## config.mk

```make
export PLATFORM = sky130hd
export DESIGN_NAME = la_loopback_sched
export DESIGN_NICKNAME = d
export VERILOG_FILES = /design/src/rtl/la_loopback_sched.sv
export SDC_FILE = /design/constraint.sdc
export NUM_CORES = 1
export LEC_CHECK = 0
export ABC_AREA = 1
export CAP_MARGIN = 20
export CORE_AREA = 2 2 159 161
export DETAILED_ROUTE_END_ITERATION = 7
export DIE_AREA = 0 0 161 163
export HOLD_SLACK_MARGIN = 0.15
export SYNTH_ARGS = -nofsm -noshare
export SYNTH_HDL_FRONTEND = slang
export SYNTH_SLANG_ARGS = --single-unit
```

## constraint.sdc

```tcl
create_clock -name wb_clk_i -period 5.7 [get_ports wb_clk_i]
set_clock_uncertainty 0.1 [all_clocks]
set_input_delay 1.14 -clock wb_clk_i [delete_from_list [all_inputs] [get_ports wb_clk_i]]
set_output_delay 1.14 -clock wb_clk_i [all_outputs]
set_load 0.005 [all_outputs]
```

## src/rtl/la_loopback_sched.sv

```systemverilog
// Purpose : scheduled LA loopback that captures one word from a granted SoC-driven bank and replays it on the partner bank; optional LA_SCHED_CNT_EN adds the completed-transfer counter.
// Latency : grant, capture, then HOLD_CYCLES drive cycles and one release cycle; output is valid 2 cycles after the request and each transfer takes HOLD_CYCLES+3 cycles.
// Backpres: none; if the SoC withdraws the request (enable low or the oenb pattern changes) during drive, the transfer aborts and outputs go to 0 on the next cycle.
module la_loopback_sched #(
   parameter int HOLD_CYCLES = 4,
   parameter int CNT_W       = 16
) (
   input  logic             wb_clk_i,
   input  logic             resetn,
   input  logic             enable,
   input  logic [127:0]     la_data_in,
   input  logic [127:0]     la_oenb,
   output logic [127:0]     la_data_out,
   output logic [3:0]       bank_busy,
   output logic [CNT_W-1:0] xfer_cnt
);

   typedef enum logic [1:0] {
      ST_IDLE    = 2'd0,
      ST_CAPTURE = 2'd1,
      ST_DRIVE   = 2'd2,
      ST_RELEASE = 2'd3
   } state_t;

   state_t      state;
   state_t      state_nxt;
   logic [3:0]  req;
   logic        arb_vld;
   logic [1:0]  arb_gnt;
   logic [1:0]  arb_idx;
   logic [1:0]  gnt;
   logic [1:0]  last_gnt;
   logic [1:0]  partner;
   logic [31:0] data_reg;
   logic [7:0]  hold_cnt;

   // A bank requests when it is fully SoC-driven and its partner is fully SoC-read.
   always_comb begin
      req = 4'b0000;
      for (int b = 0; b < 4; b++) begin
         req[b] = enable
                  && (la_oenb[32*b +: 32] == 32'h0000_0000)
                  && (la_oenb[32*(b^1) +: 32] == 32'hFFFF_FFFF);
      end
   end

   // Round-robin search from last_gnt+1; iterating far-to-near leaves the nearest requester.
   always_comb begin
      arb_vld = 1'b0;
      arb_gnt = 2'd0;
      arb_idx = 2'd0;
      for (int i = 3; i >= 0; i--) begin
         arb_idx = last_gnt + 2'(i + 1);
         if (req[arb_idx]) begin
            arb_vld = 1'b1;
            arb_gnt = arb_idx;
         end
      end
   end

   // State register.
   always_ff @(posedge wb_clk_i or negedge resetn) begin
      if (!resetn) begin
         state <= ST_IDLE;
      end else begin
         state <= state_nxt;
      end
   end

   // Next-state decode; a dropped request wins over an expiring hold count.
   always_comb begin
      state_nxt = state;
      case (state)
         ST_IDLE:    if (arb_vld) state_nxt = ST_CAPTURE;
         ST_CAPTURE: state_nxt = ST_DRIVE;
         ST_DRIVE:   if (!req[gnt] || (hold_cnt == 8'd0)) state_nxt = ST_RELEASE;
         ST_RELEASE: state_nxt = ST_IDLE;
         default:    state_nxt = ST_IDLE;
      endcase
   end

   // Grant, captured word, hold counter and round-robin pointer.
   always_ff @(posedge wb_clk_i or negedge resetn) begin
      if (!resetn) begin
         gnt      <= 2'd0;
         last_gnt <= 2'd3;
         data_reg <= 32'h0;
         hold_cnt <= 8'd0;
      end else begin
         if (state == ST_IDLE && arb_vld) begin
            gnt <= arb_gnt;
         end
         if (state == ST_CAPTURE) begin
            data_reg <= la_data_in[32*gnt +: 32];
            hold_cnt <= 8'(HOLD_CYCLES - 1);
         end else if (state == ST_DRIVE && state_nxt == ST_DRIVE) begin
            hold_cnt <= hold_cnt - 8'd1;
         end
         if (state == ST_RELEASE) begin
            last_gnt <= gnt;
         end
      end
   end

   assign partner = gnt ^ 2'b01;

   // Outputs decode only from registered state, so reset clears them asynchronously.
   always_comb begin
      la_data_out = '0;
      bank_busy   = 4'b0000;
      if (state == ST_DRIVE) begin
         la_data_out[32*partner +: 32] = data_reg;
         bank_busy[partner]            = 1'b1;
      end
   end

`ifdef LA_SCHED_CNT_EN
   logic xfer_ok;

   // xfer_ok holds the request level seen on the DRIVE exit edge: high means completed, low means aborted.
   always_ff @(posedge wb_clk_i or negedge resetn) begin
      if (!resetn) begin
         xfer_ok  <= 1'b0;
         xfer_cnt <= '0;
      end else begin
         if (state == ST_DRIVE) begin
            xfer_ok <= req[gnt];
         end
         if (state == ST_RELEASE && xfer_ok) begin
            xfer_cnt <= xfer_cnt + CNT_W'(1);
         end
      end
   end
`else
   assign xfer_cnt = '0;
`endif

endmodule

```

* Yosys cells after proc, flatten, opt, wreduce, memory -nomap -nowiden
Index checks and enable logic that the tools add are counted.
Cells by class: $lt $le $gt $ge 7, reduce and logical (&&, ||, !) cells 20, multiplexer cells 27, shifts and indexed selects 3, add/subtract/negate cells 5, eq/ne operators 8, bitwise operators 2
Operators with widths (count):
- AND 128 bit | 1
- == test 32 bit, second input constant | 4
- logical NOT 32 bit | 4
- 2-to-1 mux 128 bit | 1
- variable shift 32 x 34 -> 128 bit, first input constant | 1
- indexed part select 128 x 8 -> 32 bit | 1
- indexed part select 32 x 34 -> 128 bit | 1
- negator 7 -> 34 bit | 1
- < comparator 2 x 3 -> 1 bit, second input constant | 6
- 2-to-1 mux 8 bit | 2
- 2-to-1 mux 2 bit | 6
- logical AND 1 bit | 11
- binary-select mux 1 bit (select 2 bit) | 5
- 2-to-1 mux 1 bit | 10
- logical NOT 8 bit | 1
- one-hot mux 2 bit (4 select lines) | 1
- subtractor 8 x 1 -> 8 bit, second input constant | 1
- == test 2 bit, second input constant | 3
- adder 2 bit, second input constant | 2
- 2-to-1 mux 4 bit | 1
- adder 2 x 1 -> 2 bit, second input constant | 1
- demux 1 bit (select 2 bit) | 1
- == test 2 x 1 -> 1 bit, second input constant | 1
- greater-or-equal comparator 2 x 1 -> 1 bit, second input constant | 1
- 5 further kinds | 5
Word-level totals: output and inout bits 148, bits of input ports 259, bits in registers 46, logic and storage cells 77

* Longest topological paths before layout
depth in word-level cells 15, depth in mapped cells 18, depth with buffers taken out 18

* Least setup slack after synthesis
OpenSTA, ideal clock, no wires.
path type register -> output, from register gnt[0], to output port la_data_out[35], data required time 4460 ps, setup slack 1927 ps, cell stages (with the launch flop) 12, data arrival time 2533 ps, path buffers 5, cells stage by stage dfrtp_1 buf_2 inv_1 buf_2 clkbuf_1 buf_1 ha_1 inv_1 nand4_1 or2_0 clkbuf_1 nor2_1
On the way: longest elaborated chain between the ends 5, elaborated cells on any way between the ends 6, those cells by class add/sub: 1; shift: 2; mux: 1; bitwise: 2
RTL lines:
- from (decl) | line 31 | logic [1:0] gnt;
- from (signal assigned) | line 91 | gnt <= arb_gnt;
- NOT 1 bit (no source line) *
- negator 7 -> 34 bit * | line 112 | la_data_out[32*partner +: 32] = data_reg;
- indexed part select 32 x 34 -> 128 bit / variable shift 32 x 34 -> 128 bit (equally long branches) | line 112
- AND 128 bit (no source line) *
- 2-to-1 mux 128 bit * | line 111 | if (state == ST_DRIVE) begin
- to (decl) | line 13 | output logic [127:0] la_data_out,
Mark *: on every way between the ends. The rest lies on a longest branch, timed or not.

* Worst setup path in the final report
Same ends and word-level chain as after synthesis.

==> run summary <==
The number of distinct standard cells referenced by the synthesized netlist is 37. STA puts the critical path data required time at 4460 ps. The post-synthesis instance total came out at 950.

Of all nets on the critical path, the largest fanout is 44. The tree is rooted in a sky130_fd_sc_hd__clkbuf_16. After detailed routing, the number of vias per cell comes to 4.56.

The total negative slack is 0 ps. Among all flip-flop cells after synthesis, the most frequent one is sky130_fd_sc_hd__dfrtp_1. The power density relative to cell area came out at 100 mW/mm^2. The floorplan has 58 rows. Summed over all layers, the global routing overflow is 0. The path depth of the worst reg2reg path came out at 6.

The weighted congestion at the end of routability-driven global placement came out at 0.912. The TritonCTS sink count is 46. The library cell used most frequently in the layout, excluding fill and tap cells, is sky130_fd_sc_hd__clkdlybuf4s50_1. The launching element type of the critical path is a flop. In the layout the commonest cells are sky130_fd_sc_hd__clkdlybuf4s50_1, sky130_fd_sc_hd__nor2_1, sky130_fd_sc_hd__nand2_1.

In this run, the number of DRC markers left after iteration 0 of detailed routing was 486. The number of global-route vias before repair came out at 6951. During synthesis, Yosys emitted a total of 0 warnings.

The worst setup slack before clock tree synthesis came out at 1030 ps. The worst register-to-register path ends at data_reg[7]. Clock-pin slew was measured on the worst setup and hold paths at 80 ps. In the routed design, unresolved DRC markers number 0.

The die area came out at 0.0262 mm^2. The starting density of the core is 21.8%. The synthesized design contains 0 enable-type register cells. Across the run, the number of max-cap violations was 0. The average wire per cell in the routed design is 15.9 um. The count of input and output buffers is 390.

The first TritonRoute pass finished after 4 iterations. The actual transition at the worst max-transition pin is 931 ps. The critical path arrival came out at 3730 ps. The peak ir drop on the vdd network is 0.0995 mV.

After the last flow step, the layout net total stands at 1573. The routed wire length on met3 came out at 1860 um. The final setup violation count is 0. The number of clock buffers inserted by TritonCTS came out at 5. The layout has 2681 filler cells. The per-instance average area after synthesis is 5.66 um^2. The detailed-route wire length on metal 1 is 11000 um. The overall routed net length is 25900 um. The synthesized cell area is 0.00538 mm^2. The portion of the clock cycle consumed by the worst path in the final layout came out at 87.3%. TritonCTS built the clock tree.

The total of hold buffers inserted after clock tree synthesis is 0. The number of antenna violations at the first check in global routing was 1. Once the clock tree was built, the resizer swapped 0 gates to a different size. The worst relative slew slack came out at 37.7%. The worst setup path is captured at an output pin.

The proportion of register bits with asynchronous set or reset after synthesis came out at 100%. In this run the worst hold path is classified as reg -> reg. The count of pins over their slew limit is 0. The routed wire length on met2 is 12400 um.

The number of H-tree levels is 2. The share of synthesized area occupied by flip-flops and latches came out at 21.4%. The clock tree buffer depth is 2.

The worst register-to-register path has a setup slack of 3040 ps. The count of vias placed by the detailed router came out at 7434. The destination of the worst hold path is hold_cnt[0]. Setup repair after global routing left no endpoint under its margin.

The setup slack of the critical path after layout is 725 ps. The core area came out at 0.0247 mm^2. The highest achievable clock rate is 0.201 GHz. The die span in y came out at 163 um. The final antenna diode count came out at 0. The clock latency at the later pin of the worst-skew pair is 290 ps.

The post-CTS setup repair buffer count is 0. The maximum number of pins on one net before global-route repair came out at 91. The hold path depth came out at 2. The total I/O pin count came out at 407.

From synthesis to final layout, the design area changed by 79.7%. The first global-routing pass estimated 38200 um of wire. The type of the worst setup path is reg -> out. The worst min-delay path startpoint is hold_cnt[0].

The reg-to-reg startpoint is gnt[0]. Global routing used 18.4% of the available tracks. The leakage power came out at 0.00398 uW. The flow ran to the end, and the final reports show no timing, DRC or antenna violations.

The final-report hold violation count came out at 0. The share of post-route cells with drive strength above 1 is 3.23%. The highest routing layer actually used is met5. The post-detailed-route count of antenna-violating nets is 0. The final non-filler cell total came out at 1631. The register bit count reported by yosys came out at 46. The number of flip-flops under the largest register name is 32. For the finished layout, the period the worst path requires is 4970 ps. The number of instances in the placed design is 1623. The HPWL after detailed placement came out at 20800 um. In this run the horizontal extent of the chip is 161 um.
-- logic make-up (layout without fill, tap and decap cells) --
logic type	count (synthesis)	after routing	share of synthesized area [%]
other	1	16	0.0697
buffers and inverters	168	504	12.9
AO/OA/AOI/OAI	135	135	13.3
flip-flops	46	46	21.4
AND/OR/NAND/NOR	579	579	47.4
XOR/XNOR	5	5	0.814
multiplexers	2	2	0.837
adder cells (fa/ha/maj)	14	14	3.26
-- critical path, cell delays in order, from the launching register on --
cell and delay, ps:
sky130_fd_sc_hd__dfrtp_4 670, sky130_fd_sc_hd__inv_4 400, sky130_fd_sc_hd__ha_1 320, sky130_fd_sc_hd__inv_1 100
sky130_fd_sc_hd__nand4_1 430, sky130_fd_sc_hd__or2_0 570, sky130_fd_sc_hd__buf_4 300, sky130_fd_sc_hd__nor2_1 120
sky130_fd_sc_hd__clkdlybuf4s50_1 510
-- worst max path at each step --
stage | cells after the start | endpoint | start | slack, ps
final | 8 | la_data_out[35] | gnt[0] | 730
after detailed placement | 8 | la_data_out[33] | gnt[0] | 1030
after global placement | 8 | la_data_out[36] | gnt[0] | 1170
after floorplan | 11 | la_data_out[35] | gnt[0] | 1930
after CTS | 8 | la_data_out[35] | gnt[0] | 710
after global routing | 8 | la_data_out[38] | gnt[0] | 470
-- stage by stage --
stage / utilization, % / area, um^2 / hold WS (ps) / power, uW
5_1_grt: 39.2 / 9670 / 421 / 1020
6_report: 39.2 / 9670 / 386 / 971
3_3_place_gp: 38.5 / 9500 / 371 / 625
2_1_floorplan: - / 5440 / 352 / 415
3_5_place_dp: 38.5 / 9500 / 374 / 627
4_1_cts: 39.2 / 9670 / 392 / 985
-- power breakdown --
| group | leakage (uW) | total (uW) | internal [uW] | switching [uW] |
|---|---|---|---|---|
| Sequential | 0.000549 | 341 | 338 | 3.81 |
| Clock | 0.0000842 | 350 | 208 | 142 |
| Combinational | 0.00335 | 279 | 179 | 100 |
| Total | 0.00398 | 971 | 725 | 246 |
-- synthesized netlist by cell type (2+ instances only) --
library cell	number	area, um^2
sky130_fd_sc_hd__nor2_1	221	830
sky130_fd_sc_hd__nand2_1	189	709
sky130_fd_sc_hd__o21ai_0	99	495
sky130_fd_sc_hd__inv_1	93	349
sky130_fd_sc_hd__nor3_1	62	310
sky130_fd_sc_hd__clkbuf_1	46	173
sky130_fd_sc_hd__dfrtp_1	44	1100
sky130_fd_sc_hd__nor4_1	32	200
sky130_fd_sc_hd__o22ai_1	32	200
sky130_fd_sc_hd__nand3_1	27	135
sky130_fd_sc_hd__nand4_1	24	150
sky130_fd_sc_hd__buf_4	16	120
sky130_fd_sc_hd__ha_1	14	175
sky130_fd_sc_hd__buf_1	7	26.3
sky130_fd_sc_hd__nor2_2	4	25.0
sky130_fd_sc_hd__or2_1	4	25.0
sky130_fd_sc_hd__a21oi_1	3	15.0
sky130_fd_sc_hd__buf_2	3	15.0
sky130_fd_sc_hd__inv_2	3	11.3
sky130_fd_sc_hd__or2_0	3	18.8
sky130_fd_sc_hd__xor2_1	3	26.3
sky130_fd_sc_hd__dfstp_2	2	52.6
sky130_fd_sc_hd__mux2i_4	2	45.0
sky130_fd_sc_hd__nand2_4	2	22.5
sky130_fd_sc_hd__nand3b_1	2	15.0
sky130_fd_sc_hd__xnor2_1	2	17.5
-- routing by layer --
| metal | up-vias | GRT usage, % |
|---|---|---|
| li1 | 3764 | - |
| met4 | 2 | 5.44 |
| met1 | 3329 | 23.6 |
| met2 | 290 | 31.4 |
| met3 | 49 | 3.62 |
| met5 | - | 0 |
-- area by class of cell --
cell class                      instances  area, um^2  share of cell area, %
Timing Repair Buffer                  400        3970                   41.1
Clock inverter                          3        43.8                  0.453
Inverter                               96         363                   3.75
Clock buffer                            5         125                   1.29
Tap cell                              330         413                   4.27
Multi-Input combinational cell        751        3590                   37.2
Sequential cell                        46        1160                   12.0
(Power assumes the default switching activity.)
